[src/rtl/ecap5_dproc_pkg.sv]
// Shared types and constants for the decode-stage issue/hazard logic.
package ecap5_dproc_pkg;

  localparam int HAZARD_CNT_W = 2;
  localparam int REG_ADDR_W   = 5;
  localparam int NUM_REGS     = 32;

  typedef enum logic [1:0] {
    RUN   = 2'd0,
    FLUSH = 2'd1,
    DRAIN = 2'd2
  } hazard_state_t;

  // Record of the instruction most recently issued, still sitting in decode's output register.
  typedef struct packed {
    logic                  vld;
    logic                  wr;
    logic [REG_ADDR_W-1:0] addr;
  } youngest_t;

  function automatic logic reg_nz(input logic [REG_ADDR_W-1:0] a);
    return a != '0;
  endfunction

endpackage

[src/rtl/reg_scoreboard.sv]
// Per-register saturating pending-write counters for x1..x31; x0 always reads zero.
module reg_scoreboard
  import ecap5_dproc_pkg::*;
#(
  parameter int CNT_W = HAZARD_CNT_W
) (
  input  logic       clk_i,
  input  logic       rst_ni,
  input  logic       inc_en,
  input  logic [4:0] inc_addr,
  input  logic       dec0_en,
  input  logic [4:0] dec0_addr,
  input  logic       dec1_en,
  input  logic [4:0] dec1_addr,
  input  logic [4:0] raddr0,
  input  logic [4:0] raddr1,
  input  logic [4:0] raddr2,
  output logic       nz0,
  output logic       nz1,
  output logic       nz2,
  output logic       max0,
  output logic       max1,
  output logic       max2,
  output logic       any_busy
);

  localparam logic [CNT_W-1:0] CNT_MAX  = '1;
  localparam logic [CNT_W:0]   CNT_MAXW = {1'b0, CNT_MAX};

  // Entry 0 is reset to zero and never written, so x0 reads as idle.
  logic [NUM_REGS-1:0][CNT_W-1:0] cnt_q, cnt_d;
  logic [CNT_W:0] up, ndec, net;
  logic           inc_hit, d0_hit, d1_hit;

  always_comb begin
    cnt_d   = cnt_q;
    up      = '0;
    ndec    = '0;
    net     = '0;
    inc_hit = 1'b0;
    d0_hit  = 1'b0;
    d1_hit  = 1'b0;
    for (int i = 1; i < NUM_REGS; i++) begin
      inc_hit = inc_en  & (inc_addr  == 5'(i));
      d0_hit  = dec0_en & (dec0_addr == 5'(i));
      d1_hit  = dec1_en & (dec1_addr == 5'(i));
      up      = {1'b0, cnt_q[i]} + {{CNT_W{1'b0}}, inc_hit};
      ndec    = {{CNT_W{1'b0}}, d0_hit} + {{CNT_W{1'b0}}, d1_hit};
      // Extra decrements (flush + retire on an already-low count) floor at zero.
      if (up <= ndec) begin
        cnt_d[i] = '0;
      end else begin
        net = up - ndec;
        cnt_d[i] = (net > CNT_MAXW) ? CNT_MAX : net[CNT_W-1:0];
      end
    end
  end

  always_ff @(posedge clk_i or negedge rst_ni) begin
    if (!rst_ni) cnt_q <= '0;
    else         cnt_q <= cnt_d;
  end

  assign nz0      = |cnt_q[raddr0];
  assign nz1      = |cnt_q[raddr1];
  assign nz2      = |cnt_q[raddr2];
  assign max0     = reg_nz(raddr0) & (cnt_q[raddr0] == CNT_MAX);
  assign max1     = reg_nz(raddr1) & (cnt_q[raddr1] == CNT_MAX);
  assign max2     = reg_nz(raddr2) & (cnt_q[raddr2] == CNT_MAX);
  assign any_busy = |cnt_q;

endmodule

[src/rtl/hazard_ctrl.sv]
// Decode-stage issue controller: RAW/saturation stalls, flush kill and drain handshake.
module hazard_ctrl
  import ecap5_dproc_pkg::*;
#(
  parameter int CNT_W = HAZARD_CNT_W
) (
  input  logic       clk_i,
  input  logic       rst_ni,
  input  logic       issue_valid_i,
  output logic       issue_ready_o,
  input  logic       ds_ready_i,
  input  logic [4:0] rs1_addr_i,
  input  logic [4:0] rs2_addr_i,
  input  logic       rs1_used_i,
  input  logic       rs2_used_i,
  input  logic [4:0] rd_addr_i,
  input  logic       rd_write_i,
  input  logic       retire_valid_i,
  input  logic [4:0] retire_addr_i,
  input  logic       flush_i,
  input  logic       drain_req_i,
  output logic       drain_done_o,
  output logic       busy_o
);

  hazard_state_t state_q, state_d;
  youngest_t     yng_q, yng_d;

  logic fire, hazard, sb_busy;
  logic rs1_nz, rs2_nz, rd_nz, rs1_max, rs2_max, rd_max;
  logic kill_en;

  reg_scoreboard #(.CNT_W(CNT_W)) u_sb (
    .clk_i    (clk_i),
    .rst_ni   (rst_ni),
    .inc_en   (fire & rd_write_i & reg_nz(rd_addr_i)),
    .inc_addr (rd_addr_i),
    .dec0_en  (retire_valid_i & reg_nz(retire_addr_i)),
    .dec0_addr(retire_addr_i),
    .dec1_en  (kill_en),
    .dec1_addr(yng_q.addr),
    .raddr0   (rs1_addr_i),
    .raddr1   (rs2_addr_i),
    .raddr2   (rd_addr_i),
    .nz0      (rs1_nz),
    .nz1      (rs2_nz),
    .nz2      (rd_nz),
    .max0     (rs1_max),
    .max1     (rs2_max),
    .max2     (rd_max),
    .any_busy (sb_busy)
  );

  // Only the rd saturation flag and the source non-zero flags feed the stall.
  logic unused_flags;
  assign unused_flags = ^{rd_nz, rs1_max, rs2_max};

  // A flush kills whatever decode last handed downstream; undo its pending write.
  assign kill_en = flush_i & yng_q.vld & yng_q.wr & reg_nz(yng_q.addr);
  assign busy_o  = sb_busy | yng_q.vld;
  assign fire    = issue_valid_i & issue_ready_o;

  always_ff @(posedge clk_i or negedge rst_ni) begin
    if (!rst_ni) state_q <= RUN;
    else         state_q <= state_d;
  end

  always_comb begin
    state_d = state_q;
    unique case (state_q)
      RUN:     if (flush_i) state_d = FLUSH;
               else if (drain_req_i) state_d = DRAIN;
      FLUSH:   state_d = flush_i ? FLUSH : RUN;
      DRAIN:   if (!drain_req_i) state_d = RUN;
      default: state_d = RUN;
    endcase
  end

  // Hazard and ready depend only on operand fields and registered state, never on issue_valid_i.
  always_comb begin
    hazard = (rs1_used_i & reg_nz(rs1_addr_i) & rs1_nz)
           | (rs2_used_i & reg_nz(rs2_addr_i) & rs2_nz)
           | (rd_write_i & reg_nz(rd_addr_i)  & rd_max);
    issue_ready_o = ds_ready_i & ~hazard & (state_q == RUN) & ~flush_i & ~drain_req_i;
    drain_done_o  = (state_q == DRAIN) & ~busy_o;
  end

  always_comb begin
    yng_d = yng_q;
    if (flush_i) begin
      yng_d = '0;
    end else if (fire) begin
      yng_d.vld  = 1'b1;
      yng_d.wr   = rd_write_i;
      yng_d.addr = rd_addr_i;
    end else if (ds_ready_i) begin
      yng_d = '0;
    end
  end

  always_ff @(posedge clk_i or negedge rst_ni) begin
    if (!rst_ni) yng_q <= '0;
    else         yng_q <= yng_d;
  end

endmodule
[config.mk]
export PLATFORM = sky130hd
export DESIGN_NAME = hazard_ctrl
export DESIGN_NICKNAME = d
export VERILOG_FILES = /design/src/rtl/ecap5_dproc_pkg.sv /design/src/rtl/reg_scoreboard.sv /design/src/rtl/hazard_ctrl.sv
export SDC_FILE = /design/constraint.sdc
export NUM_CORES = 1
export LEC_CHECK = 0
export ABC_AREA = 1
export CAP_MARGIN = 20
export CORE_ASPECT_RATIO = 2
export CORE_UTILIZATION = 55
export DETAILED_ROUTE_END_ITERATION = 10
export MAX_ROUTING_LAYER = met4
export PLACE_DENSITY = 0.76
export SKIP_CTS_REPAIR_TIMING = 1
export SLEW_MARGIN = 5
export SYNTH_ARGS = -nofsm -noshare
export SYNTH_HDL_FRONTEND = slang
export SYNTH_SLANG_ARGS = --single-unit
[constraint.sdc]
create_clock -name clk_i -period 3.1 [get_ports clk_i]
set_input_delay 0.62 -clock clk_i [delete_from_list [all_inputs] [get_ports clk_i]]
set_output_delay 0.62 -clock clk_i [all_outputs]
set_load 0.02 [all_outputs]
==> results.cfg, run 1 <==
[place]
placed_area_sq_um = 11310
place.gp.congestion = 1.109
io_buffer_count = 32
pre_cts_slack_ns = -1.254
hpwl_mm = 24.30

[grt]
grt_max_degree = 72
grt_overflow = 0
grt.total_usage_pct = 39.69
grt_pass1_wl_mm = 47.82
first_global_vias = 9754
antenna_found_initial = 0

[worst_setup_path]
cp-endpoint = u_sb.cnt_q[16]
rr_endpoint = u_sb.cnt_q[16]
endpoint_kind = flop
r2r_cells = 21
cp_data_required_time_ns = 3.38
start_kind = primary input
crit_path_start = rs1_addr_i[3]
arrival_ns = 3.92
crit_type = primary input to flop
crit_fanout = 4
rr_startpoint = u_sb.cnt_q[27]
rrSetupSlack_ns = -0.54

[timing]
timing.fmax_mhz = 275.0
slew_headroom_pct = 30.23
rsz0062_at_grt = yes
finalHoldViolCount = 0
worst_slack_ns = -0.5366
min_period_over_period_pct = 117.3
finClkSkew_ns = 0.01032
tightest_slew_ns = 1.047
final-setup-viol-count = 62
setup_tns_ns = -24.25
period_needed_ns = 3.637
drv_slew = 0

[die]
dieHeight_microns = 181.0
io_pins = 33
start_util_pct = 56.17
die_w_microns = 91.53
core_sq_um = 15700
die-area_sq_um = 16570
core.rowCount = 65

[clocking]
cts_htree_levels = 3
cts_sinks = 71
clk_latency_ns = 0.36
cts.path.max_buffers = 2
tritoncts = built
cts_buffers = 9
cts.clk_slew.worst_paths_ns = 0.06
cts-root-buf = clkbuf_16

[routing]
first_pass_iters = 6
vias = 9638
post_drt_wl_per_cell_microns = 19.44
via_per_inst = 5.703
ant_nets = 0
initialDrtViolationCount = 694
drc = 0
drt_wl_total_mm = 32.86

[final_layout]
layout_commonest_cell = nand2_1
antenna_cells = 0
drive_gt1_share_pct = 33.51
final_cell_mix = nand2_1, buf_4, inv_1
area_growth_pct = 42.24
finalCoreUtilization_pct = 79.89
layout.nets = 1702
design_area_sq_um = 12540
fill_cells = 1025

[min_path]
holdCritPathClass = primary input to asynchronous set/reset pin

[yosys]
ys_types = 31
ys_warn_count = 0
synth_ff_type = dfrtp_1
synth_seq_cells = 71
syn_area_sq_um = 8816
syn-num-nets = 1418
synth-seq-area-share_pct = 20.15
avgSynthCellArea_sq_um = 7.334
postSynth.asyncResetShare_pct = 100.0
synth_edf_count = 0
synthCells = 1202

[run]
maxCapViolCount = 0

[power_and_ir_drop]
powerDensity_nw_per_um2 = 191.3
power.leakage_nw = 6.394
vdd_drop_max_mv = 0.2885

[outcome]
status = finished with violations
violations = negative setup slack
Yosys cell counts, drive strengths merged, types with 2 or more instances:
library cell / n / area (sq um)
xnor2: 31 / 271.5
a21oi: 76 / 380.4
buf: 14 / 97.59
o21ai: 80 / 400.4
nor4b: 2 / 17.52
fa: 62 / 1241
nand3: 52 / 265.3
nor4: 4 / 25.02
ha: 124 / 1551
nand4: 6 / 67.56
inv: 213 / 799.5
nor2: 149 / 613.1
clkinv: 2 / 7.510
nor3: 3 / 15.01
dfrtp: 71 / 1777
nand2: 269 / 1012
clkbuf: 4 / 15.01
nand3b: 3 / 22.52
or2: 34 / 212.7
worst max-delay path, stage by stage:
cell and delay (ns):
clkdlybuf4s50_1 0.46, inv_1 0.11, nand2_1 0.09, o41ai_1 0.26
inv_1 0.12, nand2_4 0.12, nand2_4 0.07, nor2_8 0.12
nand4_4 0.18, buf_6 0.19, buf_6 0.11, nor2_4 0.17
ha_4 0.17, inv_2 0.04, fa_1 0.46, or2_4 0.27
o21ai_2 0.15, o21ai_2 0.08, a21oi_2 0.12
worst min-delay path by stage:
stage | from | to
floorplan | rst_ni | state_q[0]
global placement | state_q[1] | state_q[0]
detailed placement | state_q[1] | state_q[0]
CTS | state_q[1] | state_q[0]
global route | state_q[0] | state_q[1]
finish | rst_ni | u_sb.cnt_q[49]
area by class of cell:
class                      instances  area [sq um]  share of cell area [%]
clock buffer                      10         239.0                   1.906
clock inverter                     4         47.55                  0.3792
inverter                         215         814.5                   6.496
multi-input combinational        898          6968                   55.57
sequential                        71          1777                   14.17
tap                              201         251.5                   2.006
timing repair buffer             291          2442                   19.48
cell families after synthesis:
kind of cell,synth area share (%)
fa+ha+maj,31.68
compound gates,9.041
xor+xnor,3.080
flops,20.15
buf+inv,10.43
simple gates,25.62
flip-flops by register name, indices dropped and copies added, names as in the netlist:
register,count
u_sb.cnt_q,62
yng_q,7
state_q,2
stage by stage:
stage | hold WS (ns) | instances | total power [mW]
after global placement | 0.4579 | 1665 | 1.288
after detailed placement | 0.4580 | 1665 | 1.294
final | 0.4056 | 1690 | 2.399
after CTS | 0.4654 | 1679 | 2.355
after floorplan | 0.3244 | 1202 | 1.106
after global routing | 0.4893 | 1690 | 2.478
where the power goes:
part / switching [mW] / total [mW] / internal, mW
registers: 0.00363 / 0.934 / 0.930
logic: 0.231 / 0.393 / 0.163
clock network: 0.439 / 1.07 / 0.633
total: 0.673 / 2.40 / 1.73
layer usage:
layer	routed length [microns]	global-route usage, %	part of all wire, %
met5	0	-	0
met4	3672	35.68	11
met3	2367	7.576	7.2
met2	16520	66.92	50
met1	10290	37.55	31
Note: power is estimated with default switching activity, not from simulation.
==> run 2, diff against run 1 <==
--- a/config.mk
+++ b/config.mk
@@ -7,11 +7,10 @@
 export LEC_CHECK = 0
 export ABC_AREA = 1
 export CAP_MARGIN = 20
-export CORE_ASPECT_RATIO = 2
-export CORE_UTILIZATION = 55
+export CORE_UTILIZATION = 58
 export DETAILED_ROUTE_END_ITERATION = 10
 export MAX_ROUTING_LAYER = met4
-export PLACE_DENSITY = 0.76
+export PLACE_DENSITY_LB_ADDON = 0.1
 export SKIP_CTS_REPAIR_TIMING = 1
 export SLEW_MARGIN = 5
 export SYNTH_ARGS = -nofsm -noshare
==> run 2 against run 1 <==
Net effect:
- the run still ends with negative setup slack left
- critical path depth increased by 7
- first-iteration DRC count is 48% higher
- via count is 0.98% lower
- non-clock buffer count decreased by 11
- largest power group unchanged
==> results.cfg, run 2 (synthesis results as in run 1) <==
[outcome]
status = finished with violations
violations = negative setup slack

[grt]
grt.total_usage_pct = 38.31
first_global_vias = 9027
grt_overflow = 0
grt_pass1_wl_mm = 44.87
antenna_found_initial = 0
grt_max_degree = 72

[timing]
slew_headroom_pct = 34.17
finalHoldViolCount = 0
worst_slack_ns = -0.5079
tightest_slew_ns = 0.9875
worst_hold_slack_ns = 0.4192
timing.fmax_mhz = 277.2
drv_slew = 0
final-setup-viol-count = 62
min_period_over_period_pct = 116.4
finClkSkew_ns = 0.008061
rsz0062_at_grt = yes
period_needed_ns = 3.608

[worst_setup_path]
arrival_ns = 3.90
cp_top_family = simple AND/OR/NAND/NOR gates
rr_startpoint = u_sb.cnt_q[30]
rrSetupSlack_ns = -0.45
cpMaxStageDelayCell = fa_1
endpoint_kind = flop
start_kind = primary input
crit_type = primary input to flop
cpPeakStageDelay_ns = 0.48
rr_endpoint = u_sb.cnt_q[41]
r2r_cells = 21
crit_fanout = 8
path_buf_inv = 6
cp_data_required_time_ns = 3.39

[clocking]
cts.path.max_buffers = 2
tritoncts = built
cts_buffers = 9
clk_latency_ns = 0.36
cts_htree_levels = 3
cts.clk_slew.worst_paths_ns = 0.06
cts-root-buf = clkbuf_16
cts_sinks = 71

[final_layout]
largest_register_ffs = 62
final_cell_mix = nand2_1, buf_4, inv_1
design_area_sq_um = 12800
largest_register = u_sb.cnt_q
reg_top3 = u_sb.cnt_q (62), yng_q (7), state_q (2)
layout.nets = 1692
layout_commonest_cell = nand2_1
area_growth_pct = 45.20
antenna_cells = 0
drive_gt1_share_pct = 38.15
finalCoreUtilization_pct = 87.09

[die]
die-area_sq_um = 15700
io_pins = 33
core.rowCount = 44
core_sq_um = 14700
die_w_microns = 125.3
dieHeight_microns = 125.3
start_util_pct = 59.98

[routing]
via_per_inst = 5.732
first_pass_iters = 7
vias = 9544
drc = 0
drt_wl_total_mm = 31.44
initialDrtViolationCount = 1027
ant_nets = 0
post_drt_wl_per_cell_microns = 18.88

[place]
io_buffer_count = 32
placed_area_sq_um = 11150
place.gp.congestion = 1.043
hpwl_mm = 22.19

[run]
maxCapViolCount = 0

[power_and_ir_drop]
combPwrFrac_pct = 17.1
p_sw_mw = 0.7120
cellInternalPower_mw = 1.643
power.leakage_nw = 6.429
vdd_drop_max_mv = 0.2528
pwr-share-seq_pct = 39.7
clkPwrFrac_pct = 43.3
switching_share_pct = 30.24
powerDensity_nw_per_um2 = 183.9

[min_path]
holdCritPathClass = primary input to asynchronous set/reset pin
## run 2: through the flow
step | instances | worst slack, ns | setup TNS, ns | power, mW
after floorplan | 1202 | -0.2556 | -10.16 | 1.106
after global placement | 1627 | -1.114 | -64.70 | 1.281
after detailed placement | 1627 | -1.184 | -66.76 | 1.285
after CTS | 1643 | -0.8751 | -47.37 | 2.297
after global routing | 1665 | -0.6090 | -29.33 | 2.420
final | 1665 | -0.5079 | -22.58 | 2.354
## run 2: worst max path at each step
| stage | start | endpoint | slack (ns) | cells past startpoint |
|---|---|---|---|---|
| finish | rd_addr_i[0] | u_sb.cnt_q[41] | -0.51 | 26 |
| global route | u_sb.cnt_q[30] | u_sb.cnt_q[40] | -0.61 | 21 |
| CTS | rd_addr_i[1] | u_sb.cnt_q[46] | -0.88 | 23 |
| detailed placement | rd_addr_i[0] | u_sb.cnt_q[46] | -1.18 | 24 |
| global placement | rd_addr_i[0] | u_sb.cnt_q[46] | -1.11 | 24 |
| floorplan | rd_addr_i[0] | u_sb.cnt_q[54] | -0.26 | 26 |
## run 2: worst register-to-register path: stages (launching register included)
cell and delay (ns):
dfrtp_1 0.40, nor2_1 0.35, nand2_1 0.09, nand3_1 0.10
nand3_1 0.08, nand2_1 0.06, nand2_1 0.05, nand3_1 0.07
nand2_1 0.05, nand2_1 0.08, nand2_2 0.10, nor2_8 0.16
nand4_4 0.19, buf_12 0.21, nor2_4 0.12, ha_2 0.20
inv_2 0.05, fa_1 0.48, or2_4 0.26, o21ai_2 0.17
o21ai_2 0.10, a21oi_2 0.11
## run 2: area by class of cell
type | instances | area [sq um]
multi-input cells | 898 | 7289
repair buffers | 280 | 2399
fillers | 787 | 1898
flip-flops and latches | 71 | 1777
inverters | 215 | 822.0
well taps | 184 | 230.2
clock buffers | 10 | 229.0
clock inverters | 6 | 46.29
repair inverters | 1 | 8.758
## run 2: layer usage
metal  share of wire, %  global-route usage [%]
met1                 38                   46.65
met2                 47                   61.52
met3                8.5                   6.076
met4                6.5                   20.01
met5                  0                       -
## run 2: power groups by stage
| stage | Clock (mW) | Combinational (mW) | Sequential [mW] |
|---|---|---|---|
| finish | 1.02 | 0.401 | 0.934 |
| global route | 1.06 | 0.430 | 0.933 |
| CTS | 1.03 | 0.336 | 0.933 |
| detailed placement | 0 | 0.335 | 0.951 |
| global placement | 0 | 0.330 | 0.950 |
| floorplan | 0 | 0.156 | 0.950 |
